===== config.mk =====
export PLATFORM = sky130hd
export DESIGN_NAME = loproc_clk_gate_ctrl
export DESIGN_NICKNAME = d
export VERILOG_FILES = /design/src/rtl/loproc_clk_gate_ctrl.sv
export SDC_FILE = /design/constraint.sdc
export NUM_CORES = 1
export LEC_CHECK = 0
export ABC_CLOCK_PERIOD_IN_PS = 1670
export BUFFER_PORTS_ARGS = -buffer_cell sky130_fd_sc_hd__buf_2
export CAP_MARGIN = 25
export CORE_AREA = 8 8 45 47
export CTS_BUF_LIST = sky130_fd_sc_hd__clkbuf_4 sky130_fd_sc_hd__clkbuf_8 sky130_fd_sc_hd__clkbuf_16
export CTS_CLUSTER_DIAMETER = 30
export DETAILED_ROUTE_END_ITERATION = 6
export DIE_AREA = 0 0 53 55
export GPL_ROUTABILITY_DRIVEN = 1
export MAX_ROUTING_LAYER = met4
export PLACE_DENSITY_LB_ADDON = 0.15
export SYNTH_ARGS = -nofsm -noshare
export SYNTH_HDL_FRONTEND = slang
export SYNTH_SLANG_ARGS = --single-unit

===== constraint.sdc =====
create_clock -name src_clk -period 1.67 [get_ports src_clk]
set_input_delay 0.334 -clock src_clk [delete_from_list [all_inputs] [get_ports src_clk]]
set_output_delay 0.334 -clock src_clk [all_outputs]
set_load 0.02 [all_outputs]

===== src/rtl/loproc_clk_gate_ctrl.sv =====
// Clock-gating controller for LoPROC: decides when the core clock is gated
// (software sleep request or idle timeout) and sequences the wake/settle
// window before the core is told the clock is usable again.
module loproc_clk_gate_ctrl #(
  parameter int unsigned IDLE_CYCLES = 16,
  parameter int unsigned WAKE_CYCLES = 2
) (
  input  logic       src_clk,
  input  logic       rst,
  input  logic       busy,
  input  logic       sleep_req,
  input  logic       auto_en,
  input  logic       wake_evt,
  output logic       clk_en,
  output logic       sleep_ack,
  output logic       core_ready,
  output logic       sleeping,
  output logic [1:0] state
);

  localparam int unsigned IW = $clog2(IDLE_CYCLES + 1);
  localparam int unsigned WW = (WAKE_CYCLES > 1) ? $clog2(WAKE_CYCLES) : 1;
  localparam logic [IW-1:0] IDLE_MAX  = IW'(IDLE_CYCLES);
  localparam logic [WW-1:0] WAKE_LOAD = WW'(WAKE_CYCLES - 1);

  typedef enum logic [1:0] {
    ST_RUN   = 2'd0,
    ST_ARM   = 2'd1,
    ST_SLEEP = 2'd2,
    ST_WAKE  = 2'd3
  } state_e;

  state_e        state_q, state_d;
  logic [IW-1:0] idle_q, idle_d;
  logic [WW-1:0] wake_q, wake_d;
  logic          clk_en_q, clk_en_d;
  logic          timeout;

  // Idle timeout qualifies the saturated idle count with the auto-sleep enable
  always_comb begin
    timeout = auto_en && (idle_q == IDLE_MAX);
  end

  // Next-state, wake settle counter, idle counter and clk_en flop input
  always_comb begin
    state_d = state_q;
    wake_d  = wake_q;
    idle_d  = idle_q;

    unique case (state_q)
      ST_RUN: begin
        // wake_evt and busy both outrank a sleep request or timeout
        if (!busy && !wake_evt && (sleep_req || timeout)) begin
          state_d = ST_ARM;
        end
      end
      ST_ARM: begin
        state_d = (!busy && !wake_evt) ? ST_SLEEP : ST_RUN;
      end
      ST_SLEEP: begin
        if (wake_evt) begin
          state_d = ST_WAKE;
          wake_d  = WAKE_LOAD;
        end
      end
      ST_WAKE: begin
        if (wake_q == '0) begin
          state_d = ST_RUN;
        end else begin
          wake_d = wake_q - WW'(1);
        end
      end
      default: state_d = ST_RUN;
    endcase

    if (busy || wake_evt || (state_d == ST_RUN && state_q != ST_RUN)) begin
      idle_d = '0;
    end else if (idle_q != IDLE_MAX) begin
      idle_d = idle_q + IW'(1);
    end

    // clk_en is registered from the next state so it drops exactly on SLEEP entry
    clk_en_d = (state_d != ST_SLEEP);
  end

  // State and counter registers, asynchronously cleared to RUN with clock enabled
  always_ff @(posedge src_clk or posedge rst) begin
    if (rst) begin
      state_q  <= ST_RUN;
      idle_q   <= '0;
      wake_q   <= '0;
      clk_en_q <= 1'b1;
    end else begin
      state_q  <= state_d;
      idle_q   <= idle_d;
      wake_q   <= wake_d;
      clk_en_q <= clk_en_d;
    end
  end

  // Moore outputs decoded from the state register only
  always_comb begin
    state      = state_q;
    clk_en     = clk_en_q;
    sleep_ack  = (state_q == ST_ARM);
    core_ready = (state_q == ST_RUN) || (state_q == ST_ARM);
    sleeping   = (state_q == ST_SLEEP);
  end

endmodule


==> metrics, run 1 <==
clock-pin transition on the worst setup and hold timing paths=0.06 ns; number of DRC markers after the initial detailed-route iteration=1; path category of the worst min-delay check=input port to asynchronous set/reset pin; All-Layer GR Usage=0.0805; detailed-routing wirelength on met1=427 µm; IR Drop Worst-Case VDD=0.000628 V; number of cells on the worst reg-to-reg path=5; Final Hold Violating Endpoints=0; worst setup path class=register to output port; type of element launching the critical path=register; initial cell density of the core=0.327; port bufs=11; nets in the synthesized netlist=52; average instance area after synthesis=10.3 µm²; global-route congestion overflow total=0; final net count=68; unrepaired setup endpoints after global routing=false; H-tree depth reported by CTS=1; number of detailed-route iterations in the first pass=2; final worst-path cycle share=0.890; Leak=0.000259 µW; average wire length per cell after detail routing=11.7 µm; Die Y=55 µm; signed area change from the synthesized netlist to the final layout=23.2%; commonest non-fill, non-tap cell in the layout=sky130_fd_sc_hd__buf_2; clock network latency to the later pin of the worst-skew pair=0.25 ns; post-detailed-route via-to-cell ratio=4.67; commonest non-fill, non-tap cells in the layout=11 x sky130_fd_sc_hd__buf_2, 8 x sky130_fd_sc_hd__dfrtp_1, 7 x sky130_fd_sc_hd__nor2_1; final-report setup violation count=0; total detailed-routing wirelength=881 µm; number of core rows=14; met2 wire length=428 µm; final weighted congestion of routability-driven global placement=0.698; global-route wire length before repair=1.70 mm; DRC violation count after routing=0; Gate Count Post-Synth=44; count of cell types in the netlist=18; core region area=0.00138 mm²; Resize count post-CTS=0; routed vias=350; Maximum Capacitance Violations=0; run status=completed; antenna violations before repair=0; number of global-route vias before repair=399; reg-to-reg critical path endpoint=idle_q[1]$_DFFE_PP0P_; highest metal layer with signal wires=met3; min setup slack post-route=0.184 ns; post-CTS setup repair buffer count=0; fraction of final layout cells sized beyond drive strength 1=0.322; worst setup slack before clock tree synthesis=0.334 ns; portion of the post-synthesis area used by sequential elements=0.500; CTS tree=built; area of the die=0.00292 mm²; num ports=12; final antenna diode count=0; CP Data Required Time=1.34 ns; signal arrival time at the worst endpoint=1.15 ns; Hold Buf Count CTS=0; clk buf depth=2; Yosys warning count=0; met3 wire length=25 µm; Post-Syn Area=453 µm²; number of buffers created by CTS=3; actual transition at the worst max-transition pin=0.337 ns; top fanout value on the critical path=8; PD cells=1380 mW/mm²; startpoint of the most critical register-to-register path=idle_q[0]$_DFFE_PP0P_; buffer type at the clock tree root=sky130_fd_sc_hd__clkbuf_4; worst max-slew margin expressed relative to the limit=0.775; clock sink count=9; pin count of the biggest net entering global routing=10; post-detail-place hpwl=720 µm; minimum clock period=1.49 ns; DIE WIDTH=53 µm; Final ANT Viol Nets=0; reg-to-reg setup timing slack=0.35 ns; max-slew violation total from the final report=0; worst clock skew on the final layout=0.00121 ns; nature of the critical path endpoint=output port; flop and latch count out of synthesis=9; Setup TNS Final=0 ns; highest attainable clock frequency=673 MHz
-- worst max path at each step --
stage / from / to / slack [ns] / cells past startpoint
after detailed placement: idle_q[0]$_DFFE_PP0P_ / idle_q[1]$_DFFE_PP0P_ / 0.33 / 5
final: state[1]$_DFF_PP0_ / sleeping / 0.18 / 3
after CTS: state[1]$_DFF_PP0_ / sleeping / 0.17 / 3
after global placement: idle_q[0]$_DFFE_PP0P_ / idle_q[1]$_DFFE_PP0P_ / 0.42 / 5
after global routing: state[1]$_DFF_PP0_ / sleeping / 0.07 / 3
after floorplan: state[1]$_DFF_PP0_ / sleeping / 0.29 / 2
-- Yosys cell counts (all sizes together) --
| cell | count | area (µm²) |
|---|---|---|
| o21bai | 1 | 7.51 |
| dfstp | 1 | 26.3 |
| a21oi | 3 | 15.0 |
| o21ai | 2 | 10.0 |
| nor3 | 2 | 10.0 |
| o22ai | 1 | 6.26 |
| nand2 | 1 | 3.75 |
| nor2 | 7 | 26.3 |
| ha | 2 | 25.0 |
| xor2 | 2 | 17.5 |
| xnor2 | 2 | 17.5 |
| o31ai | 1 | 21.3 |
| dfrtp | 8 | 200 |
| nand3 | 3 | 15.0 |
| and4bb | 1 | 12.5 |
| mux2i | 2 | 20.0 |
| inv | 5 | 18.8 |
-- cell families after synthesis --
kind of cell	Yosys count	share of synthesized area
flops	9	0.500
buf+inv	5	0.0414
simple gates	14	0.149
compound gates	8	0.133
mux	2	0.0442
xor+xnor	4	0.0774
fa+ha+maj	2	0.0552
-- where the power goes --
group          switching [µW]  internal (µW)
registers                61.2            266
logic                     179           89.7
clock network            68.3            108
total                     309            464
-- critical path, cell delays in order (launching register included) --
cell and delay, ns:
sky130_fd_sc_hd__dfrtp_1 0.47, sky130_fd_sc_hd__inv_2 0.11, sky130_fd_sc_hd__nor2_1 0.14, sky130_fd_sc_hd__buf_2 0.18
-- area by class of cell --
type,instances,area (µm²)
multi-input cells,30,208
well taps,16,20.0
flip-flops and latches,9,226
fillers,147,826
inverters,5,18.8
repair buffers,11,55.1
clock buffers,4,30.0
-- state kept, by name, summed over array words and instances, names as in the netlist --
name	count
wake_q	1
idle_q	5
state	2
clk_en	1
-- routing by layer --
metal | global-route usage | vias to the layer above
li1 | - | 178
met1 | 0.0929 | 163
met2 | 0.125 | 9
met3 | 0.0241 | 0
met4 | 0.0388 | 0
met5 | - | -
-- through the flow --
step | hold WS (ns) | instances | cell area (µm²) | power (µW) | utilization
global route | 0.0541 | 75 | 558 | 839 | 0.403
floorplan | 0.161 | 44 | 453 | 509 | -
CTS | 0.0379 | 75 | 558 | 792 | 0.403
finish | 0.0306 | 75 | 558 | 773 | 0.403
detailed placement | 0.311 | 71 | 528 | 608 | 0.382
global placement | 0.309 | 71 | 528 | 607 | 0.382
No activity file was read; power rests on OpenSTA's default activity.
==> inputs of run 2 (changes only) <==
Settings changed: ABC_CLOCK_PERIOD_IN_PS 1670 to 1200.
Clock period 1.67 ns to 1.2 ns, I/O delays scaled along.
==> run 2 against run 1 <==
The flow now finishes with violations (setup timing). Worst hold slack improved by 0.21 ns. Clock skew increased by 0.0015 ns. Clock-buffer cell count did not move. Global-route usage rose by 0.69 points. Total power is 88% higher. Non-clock buffer count is 15 higher. First-iteration DRC count is 100% higher. Flip-flop and latch count unchanged. Combinational power grew to 2.8 times the previous value. Highest routed layer is now met4.
==> metrics, run 2 (synthesis gave the netlist of run 1 again) <==
clock network power share=0.170; final-report setup violation count=2; path category of the worst min-delay check=input port to register; net switching power=532 µW; final core occ=0.543; core region area=0.00138 mm²; fraction of final layout cells sized beyond drive strength 1=0.595; final antenna diode count=0; Finished Cell Area=752 µm²; final worst-path cycle share=1.02; global-route congestion overflow total=0; min setup slack post-route=-0.0262 ns; flip-flop count of the largest register, all copies and words added=5; DRC violation count after routing=0; CP Data Required Time=0.96 ns; delay-heaviest family, CP=flip-flops; register name with the most flops=idle_q; buffer type at the clock tree root=sky130_fd_sc_hd__clkbuf_4; Die Y=55 µm; worst hold path endpoint=state[0]$_DFF_PP0_; share of power burned in registers=0.317; average wire length per cell after detail routing=11.9 µm; clock sink count=9; signed area change from the synthesized netlist to the final layout=66.0%; Cell Count Post-Placement=76; total cell area at the placement stage=572 µm²; number of global-route vias before repair=453; number of core rows=14; number of buffers created by CTS=3; Maximum Capacitance Violations=0; worst setup slack before clock tree synthesis=-0.0224 ns; Layout fillers=125; type of element launching the critical path=register; top fanout value on the critical path=4; final weighted congestion of routability-driven global placement=0.706; number of DRC markers after the initial detailed-route iteration=2; Final Hold Violating Endpoints=0; number of cells on the worst hold path=3; violated checks=setup timing; combinational share of power=0.513; IR Drop Worst-Case VDD=0.00107 V; post-detailed-route via-to-cell ratio=4.63; highest attainable clock frequency=816 MHz; startpoint of the most critical register-to-register path=idle_q[1]$_DFFE_PP0P_; reg-to-reg critical path endpoint=idle_q[1]$_DFFE_PP0P_; number of detailed-route iterations in the first pass=4; port bufs=11; slowest stage cell, crit path=sky130_fd_sc_hd__dfrtp_2; worst clock skew on the final layout=0.00274 ns; clk buf depth=2; post-detail-place hpwl=712 µm; signal arrival time at the worst endpoint=0.99 ns; fraction of power spent switching nets=0.367; pin count of the biggest net entering global routing=10; unrepaired setup endpoints after global routing=true; DIE WIDTH=53 µm; run status=complete, but fails checks; highest cell delay on the worst timing path=0.42 ns; total detailed-routing wirelength=1.07 mm; CTS tree=built; Hold Worst Slack=0.238 ns; global-route wire length before repair=1.83 mm; clock-pin transition on the worst setup and hold timing paths=0.06 ns; max-slew violation total from the final report=0; series of cell instances along the critical path=inv_4 -> nor2_4 -> buf_6; Final ANT Viol Nets=0; H-tree depth reported by CTS=1; worst setup path class=register to output port; number of cells on the worst reg-to-reg path=5; num ports=12; area of the die=0.00292 mm²; P_int=917 µW; minimum clock period=1.23 ns; hold wc startpoint=sleep_req; reg-to-reg setup timing slack=-0.02 ns; PD cells=1930 mW/mm²; routed vias=417; commonest non-fill, non-tap cells in the layout=12 x sky130_fd_sc_hd__buf_4, 7 x sky130_fd_sc_hd__buf_2, 6 x sky130_fd_sc_hd__dfrtp_1, 6 x sky130_fd_sc_hd__buf_6, 5 x sky130_fd_sc_hd__nor2_1; clock network latency to the later pin of the worst-skew pair=0.25 ns; nature of the critical path endpoint=output port; worst max-slew margin expressed relative to the limit=0.776; Leak=0.000343 µW; antenna violations before repair=0; All-Layer GR Usage=0.0874; commonest non-fill, non-tap cell in the layout=sky130_fd_sc_hd__buf_4; number of standard cells in the layout, taps in and fillers out=90; Critical path buffers and inverters=2; actual transition at the worst max-transition pin=0.335 ns; initial cell density of the core=0.327; Crit. Startpoint=state[1]$_DFF_PP0_; final net count=83
-- run 2: cell types whose count changed in the layout (fill, tap and decap cells not counted), sizes merged --
cell,previous run,this run
buf,11,25
dlygate4sd3,0,1
-- run 2: per-layer routing --
metal  share of wire  vias to the layer above  global-route usage
met2            0.51                       10               0.145
li1                -                      208                   -
met5               0                        -                   -
met3           0.024                        2              0.0160
met4          0.0075                        0              0.0647
met1            0.46                      197              0.0915
-- run 2: worst min-delay path: cells and delay by family --
kind                   cells  cell delay [ns]
buffers and inverters      1             0.07
AO/OA/AOI/OAI              2             0.12
-- run 2: final cells by class --
cell class              count  area, µm²  area share
clock buffers               4       30.0      0.0399
flip-flops and latches      9        229       0.304
multi-input cells          30        249       0.331
inverters                   5       21.3      0.0283
repair buffers             26        203       0.270
well taps                  16       20.0      0.0266
-- run 2: power groups by stage --
stage	Combinational (µW)	Clock (µW)	Sequential [µW]
2_1_floorplan	221	0	507
3_3_place_gp	441	0	458
3_5_place_dp	438	0	455
4_1_cts	618	260	456
5_1_grt	804	277	467
6_report	743	246	460
-- run 2: worst max-delay path by stage --
stage / slack [ns] / cells past startpoint / endpoint
final: -0.03 / 3 / sleeping
after global routing: -0.1 / 5 / idle_q[1]$_DFFE_PP0P_
after CTS: -0.03 / 5 / idle_q[1]$_DFFE_PP0P_
after detailed placement: -0.02 / 5 / idle_q[1]$_DFFE_PP0P_
after global placement: 0.001 / 5 / idle_q[1]$_DFFE_PP0P_
after floorplan: 0.0009 / 3 / idle_q[2]$_DFFE_PP0P_
-- run 2: what timing repair did --
action	CTS	global route
setup endpoints to repair	4	10
cloned	0	0
gates resized for setup	14	7
hold buffers	1	0
buffers inserted	4	5
hold endpoints to repair	8	0
pin swaps	2	3
-- run 2: through the flow --
stage,power [µW],TNS (ns)
5_1_grt,1550,-0.249
2_1_floorplan,728,0
3_3_place_gp,899,0
4_1_cts,1330,-0.0773
3_5_place_dp,893,-0.0224
6_report,1450,-0.0443
